==> config.mk <==
export PLATFORM = sky130hd
export DESIGN_NAME = pll_ctrl
export DESIGN_NICKNAME = d
export VERILOG_FILES = /design/src/rtl/pll_ctrl_pkg.sv /design/src/rtl/pll_ctrl_lock_sync.sv /design/src/rtl/pll_ctrl.sv
export SDC_FILE = /design/constraint.sdc
export NUM_CORES = 1
export LEC_CHECK = 0
export CORE_MARGIN = 10
export CORE_UTILIZATION = 45
export DETAILED_ROUTE_END_ITERATION = 8
export GPL_TIMING_DRIVEN = 0
export PLACE_DENSITY = 0.66
export SETUP_SLACK_MARGIN = 0.5
export SLEW_MARGIN = 10
export SYNTH_ARGS = -nofsm -noshare
export SYNTH_HDL_FRONTEND = slang
export SYNTH_HIERARCHICAL = 1
export SYNTH_SLANG_ARGS = --single-unit
==> constraint.sdc <==
create_clock -name clk -period 6.7 [get_ports clk]
set_input_delay 1.005 -clock clk [delete_from_list [all_inputs] [get_ports clk]]
set_output_delay 1.005 -clock clk [all_outputs]
set_load 0.005 [all_outputs]
==> src/rtl/pll_ctrl_pkg.sv <==
// PLL reset/lock sequencer: shared state type, default timing and helpers.
package pll_ctrl_pkg;

    localparam int DEF_PLL_RST_CYCLES      = 16;
    localparam int DEF_LOCK_STABLE_CYCLES  = 1024;
    localparam int DEF_LOCK_TIMEOUT_CYCLES = 65536;
    localparam int DEF_STEP_PULSE_CYCLES   = 4;
    localparam int DEF_STEP_GAP_CYCLES     = 8;

    typedef enum logic [2:0] {
        RESET_PLL,
        WAIT_LOCK,
        RUN,
        PS_SETUP,
        PS_PULSE,
        PS_GAP
    } state_t;

    function automatic logic [7:0] sat_inc8(input logic [7:0] v);
        return (v == 8'hff) ? v : v + 8'd1;
    endfunction

endpackage

==> src/rtl/pll_ctrl_lock_sync.sv <==
// Two-flop synchronizer for PLL LOCK plus a two-sample loss-of-lock filter.
module pll_ctrl_lock_sync (
    input  logic clk,
    input  logic reset,
    input  logic clr,
    input  logic pll_locked,
    output logic lock_ok,
    output logic lock_lost
);

    logic meta;
    logic sync;
    logic prev;

    // clr discards stale lock while the PLL itself is held in reset
    always_ff @(posedge clk or posedge reset) begin
        if (reset) begin
            meta <= 1'b0;
            sync <= 1'b0;
            prev <= 1'b0;
        end else if (clr) begin
            meta <= 1'b0;
            sync <= 1'b0;
            prev <= 1'b0;
        end else begin
            meta <= pll_locked;
            sync <= meta;
            prev <= sync;
        end
    end

    assign lock_ok   = sync;
    assign lock_lost = ~sync & ~prev;

endmodule

==> src/rtl/pll_ctrl.sv <==
// PLL reset/lock sequencer with optional dynamic phase stepping.
// Phase stepping is built only when PLL_CTRL_PHASE_STEP_EN is defined.
module pll_ctrl
    import pll_ctrl_pkg::*;
#(
    parameter int PLL_RST_CYCLES      = DEF_PLL_RST_CYCLES,
    parameter int LOCK_STABLE_CYCLES  = DEF_LOCK_STABLE_CYCLES,
    parameter int LOCK_TIMEOUT_CYCLES = DEF_LOCK_TIMEOUT_CYCLES,
    parameter int STEP_PULSE_CYCLES   = DEF_STEP_PULSE_CYCLES,
    parameter int STEP_GAP_CYCLES     = DEF_STEP_GAP_CYCLES
) (
    input  logic       clk,
    input  logic       reset,
    input  logic       pll_locked,
    output logic       pll_rst,
    output logic       sys_reset,
    input  logic       ps_req_valid,
    output logic       ps_req_ready,
    input  logic [1:0] ps_sel,
    input  logic       ps_dir,
    input  logic [3:0] ps_steps,
    output logic [1:0] pll_phasesel,
    output logic       pll_phasedir,
    output logic       pll_phasestep,
    output logic       pll_phaseloadreg,
    output logic       ps_busy,
    output logic [7:0] lock_lost_cnt
);

    localparam int CW = $clog2(PLL_RST_CYCLES + STEP_PULSE_CYCLES
                               + STEP_GAP_CYCLES + 1);
    localparam int SW = $clog2(LOCK_STABLE_CYCLES + 1);
    localparam int TW = $clog2(LOCK_TIMEOUT_CYCLES + 1);

    state_t        state;
    logic [CW-1:0] cnt;
    logic [SW-1:0] stab;
    logic [TW-1:0] tmo;
    logic          rst_q;
    logic          sysrst_q;
    logic          ready_q;
    logic          busy_q;
    logic          step_q;
    logic [1:0]    sel_q;
    logic          dir_q;
    logic [7:0]    lost_q;
    logic          lock_ok;
    logic          lock_lost;
    logic          in_run;
    logic          abort;

`ifdef PLL_CTRL_PHASE_STEP_EN
    logic [3:0]    rem;
    logic          accept;
    assign accept = ps_req_valid & ps_req_ready;
`else
    logic          unused_ps;
    assign unused_ps = ^{ps_req_valid, ps_sel, ps_dir, ps_steps};
`endif

    pll_ctrl_lock_sync u_sync (
        .clk       (clk),
        .reset     (reset),
        .clr       (rst_q),
        .pll_locked(pll_locked),
        .lock_ok   (lock_ok),
        .lock_lost (lock_lost)
    );

    assign in_run = (state == RUN) || (state == PS_SETUP)
                 || (state == PS_PULSE) || (state == PS_GAP);
    // loss overrides the registered outputs in the very cycle it is seen
    assign abort  = lock_lost & in_run;

    always_ff @(posedge clk or posedge reset) begin
        if (reset) begin
            state    <= RESET_PLL;
            cnt      <= '0;
            stab     <= '0;
            tmo      <= '0;
            rst_q    <= 1'b1;
            sysrst_q <= 1'b1;
            ready_q  <= 1'b0;
            busy_q   <= 1'b0;
            step_q   <= 1'b1;
            sel_q    <= 2'd0;
            dir_q    <= 1'b0;
            lost_q   <= 8'd0;
`ifdef PLL_CTRL_PHASE_STEP_EN
            rem      <= 4'd0;
`endif
        end else if (abort) begin
            state    <= RESET_PLL;
            cnt      <= '0;
            rst_q    <= 1'b1;
            sysrst_q <= 1'b1;
            ready_q  <= 1'b0;
            busy_q   <= 1'b0;
            step_q   <= 1'b1;
            sel_q    <= 2'd0;
            dir_q    <= 1'b0;
            lost_q   <= sat_inc8(lost_q);
        end else begin
            unique case (state)
                RESET_PLL: begin
                    if (cnt == CW'(PLL_RST_CYCLES - 1)) begin
                        state <= WAIT_LOCK;
                        cnt   <= '0;
                        stab  <= '0;
                        tmo   <= '0;
                        rst_q <= 1'b0;
                    end else begin
                        cnt <= cnt + CW'(1);
                    end
                end
                WAIT_LOCK: begin
                    if (lock_ok && stab == SW'(LOCK_STABLE_CYCLES - 1)) begin
                        state    <= RUN;
                        sysrst_q <= 1'b0;
                        ready_q  <= 1'b1;
                    end else if (tmo == TW'(LOCK_TIMEOUT_CYCLES - 1)) begin
                        state <= RESET_PLL;
                        cnt   <= '0;
                        rst_q <= 1'b1;
                    end else begin
                        tmo  <= tmo + TW'(1);
                        stab <= lock_ok ? stab + SW'(1) : '0;
                    end
                end
                RUN: begin
`ifdef PLL_CTRL_PHASE_STEP_EN
                    if (accept && ps_steps != 4'd0) begin
                        state   <= PS_SETUP;
                        ready_q <= 1'b0;
                        busy_q  <= 1'b1;
                        sel_q   <= ps_sel;
                        dir_q   <= ps_dir;
                        rem     <= ps_steps;
                    end
`endif
                end
`ifdef PLL_CTRL_PHASE_STEP_EN
                PS_SETUP: begin
                    state  <= PS_PULSE;
                    cnt    <= '0;
                    step_q <= 1'b0;
                end
                PS_PULSE: begin
                    if (cnt == CW'(STEP_PULSE_CYCLES - 1)) begin
                        state  <= PS_GAP;
                        cnt    <= '0;
                        step_q <= 1'b1;
                    end else begin
                        cnt <= cnt + CW'(1);
                    end
                end
                PS_GAP: begin
                    if (cnt == CW'(STEP_GAP_CYCLES - 1)) begin
                        cnt <= '0;
                        if (rem == 4'd1) begin
                            state   <= RUN;
                            ready_q <= 1'b1;
                            busy_q  <= 1'b0;
                            sel_q   <= 2'd0;
                            dir_q   <= 1'b0;
                        end else begin
                            state <= PS_SETUP;
                            rem   <= rem - 4'd1;
                        end
                    end else begin
                        cnt <= cnt + CW'(1);
                    end
                end
`endif
                default: begin
                    state    <= RESET_PLL;
                    cnt      <= '0;
                    rst_q    <= 1'b1;
                    sysrst_q <= 1'b1;
                    ready_q  <= 1'b0;
                    busy_q   <= 1'b0;
                    step_q   <= 1'b1;
                end
            endcase
        end
    end

    assign pll_rst          = rst_q;
    assign sys_reset        = sysrst_q | abort;
    assign ps_req_ready     = ready_q & ~abort;
    assign ps_busy          = busy_q & ~abort;
    assign pll_phasestep    = step_q | abort;
    assign pll_phasesel     = sel_q;
    assign pll_phasedir     = dir_q;
    assign pll_phaseloadreg = 1'b1;
    assign lock_lost_cnt    = lost_q;

endmodule

==> results.sh <==
export IMPL_hold_depth=1
export IMPL_core_area_um2=5170
export IMPL_num_fill_cells=456
export IMPL_clockBufferDepth=2
export IMPL_antenna_left=0
export IMPL_post_drt_wl_per_cell_um=13.8
export IMPL_synth_enable_flop_cells=0
export IMPL_finalNetCount=305
export IMPL_finalSetupViolCount=0
export IMPL_dp_hpwl_mm=3.55
export IMPL_finalSetupTns_ns=0
export IMPL_wl_mm=4.98
export IMPL_postSynth_asyncResetShare_pct=100
export IMPL_synth_main_ff_cell="dfrtp_1"
export IMPL_cp_arrival_ns=1.79
export IMPL_diodes=0
export IMPL_fmax_mhz=358
export IMPL_synth_top_cell_by_area="dfrtp_1"
export IMPL_post_cts_setup_buffers=0
export IMPL_max_slew_margin_rel_pct=46.5
export IMPL_drtIter0Drc=157
export IMPL_critical_path_class="flop to primary output"
export IMPL_drive_above_1_share_pct=8.97
export IMPL_cts_resized_gates=0
export IMPL_yosys_register_bits=49
export IMPL_hold_viol_final=0
export IMPL_overflow=0
export IMPL_syn_avg_cell_area_um2=9.22
export IMPL_vias=1959
export IMPL_die_h_um=93.5
export IMPL_clkTransAtPathRegs_ns=0.09
export IMPL_crit_fanout=7
export IMPL_p_leak_nw=1.18
export IMPL_antenna_found_initial=0
export IMPL_cap_violations=0
export IMPL_die_area_um2=8750
export IMPL_cp_required_ns=5.69
export IMPL_status="completed"
export IMPL_track_usage_pct=11.4
export IMPL_drc_errors=0
export IMPL_cts_tree="built"
export IMPL_synth_cells=264
export IMPL_fin_crit_sh_pct=41.7
export IMPL_yosysMostFrequentCell="dfrtp_1"
export IMPL_rsz0062_at_grt="false"
export IMPL_final_setup_worst_slack_ns=3.91
export IMPL_netlist_area_um2=2430
export IMPL_power_per_cell_area_nw_per_um2=182
export IMPL_ys_seq_area_share_pct=50.5
export IMPL_worst_clock_skew_ns=0.00713
export IMPL_die_w_um=93.5
export IMPL_io_pins=28
export IMPL_period_needed_ns=2.79
export IMPL_routabilityCongestion=0.810
export IMPL_drt_pass1_iter_count=4
export IMPL_syn2layout_area_growth_pct=14.5
export IMPL_clock_latency_ns=0.30
export IMPL_holdCritPathClass="flop to flop"
export IMPL_netlist_area_leader_share_pct=48.3
export IMPL_pre_cts_ws_ns=4.09
export IMPL_maxSlewViolCount=0
export IMPL_grt_max_degree=25
export IMPL_ir_drop_mv=0.136
export IMPL_cts_root_buf="clkbuf_8"
export IMPL_synth_area_leaders="dfrtp_1 48%, o21ai_0 7.4%, nand2_1 5.6%"
export IMPL_ys_types=38
export IMPL_yosysWarnings=6
export IMPL_worst_setup_path_end_kind="primary output"
export IMPL_cts_buffers=5
export IMPL_startpoint_type="flop"
export IMPL_start_util_pct=47.0
export IMPL_via_per_inst=5.44
export IMPL_htreeDepth=2
export IMPL_r2r_cells=11
export IMPL_cts_sinks=49
export IMPL_tightest_slew_ns=0.797
export IMPL_yosys_top_cells_count="47 x dfrtp_1, 36 x nand2_1, 36 x o21ai_0, 20 x nor2_1, 16 x nand3_1"
export IMPL_grt_pass1_vias=1811
export IMPL_port_buffers=13
export IMPL_grt_pass1_wl_mm=8.36
export IMPL_ctsHoldBuffers=0
export IMPL_row_count=26
-- flip-flops by register name, summed over array words and instances (netlist names) --
register	flops
cnt	5
lock_lost_cnt	8
pll_rst	1
ready_q	1
stab	11
state	2
sysrst_q	1
tmo	17
u_sync/lock_ok	1
u_sync/meta	1
u_sync/prev	1
-- critical path, stage by stage, from the launching register on --
cell             delay, ns
dfrtp_1               0.46
nor2_1                0.26
nand2_1               0.11
and2_1                0.20
clkdlybuf4s50_1       0.45
-- cells by family after synthesis --
logic type	Yosys count	synth area share, %
AND/OR/NAND/NOR	106	21.0
AO/OA/AOI/OAI	73	18.0
flip-flops	49	50.5
buffers and inverters	20	4.22
XOR/XNOR	7	2.52
adder cells (fa/ha/maj)	5	2.57
other	2	0.309
multiplexers	2	0.925
-- per-stage QoR --
stage	hold slack (ns)	std cells	util, %	power, mW	area, µm²
after CTS	0.475	360	53.9	0.512	2790
final	0.469	360	53.9	0.506	2790
after floorplan	0.438	268	-	0.318	2450
after global placement	0.443	351	51.5	0.323	2670
after detailed placement	0.454	352	51.9	0.325	2690
after global routing	0.490	360	53.9	0.524	2790
-- layout make-up --
cell class	instances	area, µm²	area share [%]
inverters	6	22.5	0.808
multi-input cells	199	1120	40.1
clock inverters	2	17.5	0.629
plain buffers	14	80.1	2.87
flip-flops and latches	49	1230	44.1
clock buffers	6	82.6	2.96
repair buffers	14	150	5.39
well taps	70	87.6	3.14
-- power by group --
part	switching (mW)	total, mW	internal, mW
registers	0.00245	0.300	0.298
clock network	0.102	0.187	0.0858
logic	0.0115	0.0186	0.00716
-- cells in the final DEF, fill, tap and decap left out, types with 7 or more instances in the layout --
| cell type | instances |
|---|---|
| a21oi_1 | 8 |
| a31oi_1 | 7 |
| clkdlybuf4s50_1 | 13 |
| dfrtp_1 | 47 |
| nand2_1 | 36 |
| nand3_1 | 16 |
| nand4_1 | 7 |
| nor2_1 | 20 |
| o21ai_0 | 36 |
| o31ai_1 | 9 |
-- worst paths after layout --
| check | slack, ns | start | end |
|---|---|---|---|
| worst min register to register | 0.47 | u_sync/meta | u_sync/lock_ok |
| min in group asynchronous | 0.90 | reset | u_sync/lock_ok |
| worst max register to register | 4.04 | tmo[0] | stab[4] |
| worst max-delay path | 3.91 | u_sync/lock_ok | ps_req_ready |
| worst min-delay path | 0.47 | u_sync/meta | u_sync/lock_ok |
| max in group asynchronous | 5.07 | reset | pll_rst |
-- layer usage --
| metal | vias up | share of wire (%) | routed length, µm | global-route usage (%) |
|---|---|---|---|---|
| met3 | 2 | 5.1 | 255 | 3.84 |
| met5 | - | 0 | 0 | 0 |
| met4 | 0 | 0.46 | 23 | 1.90 |
| li1 | 987 | - | - | - |
| met1 | 928 | 50 | 2470 | 15.3 |
| met2 | 42 | 45 | 2220 | 17.6 |
(Power assumes the default switching activity.)
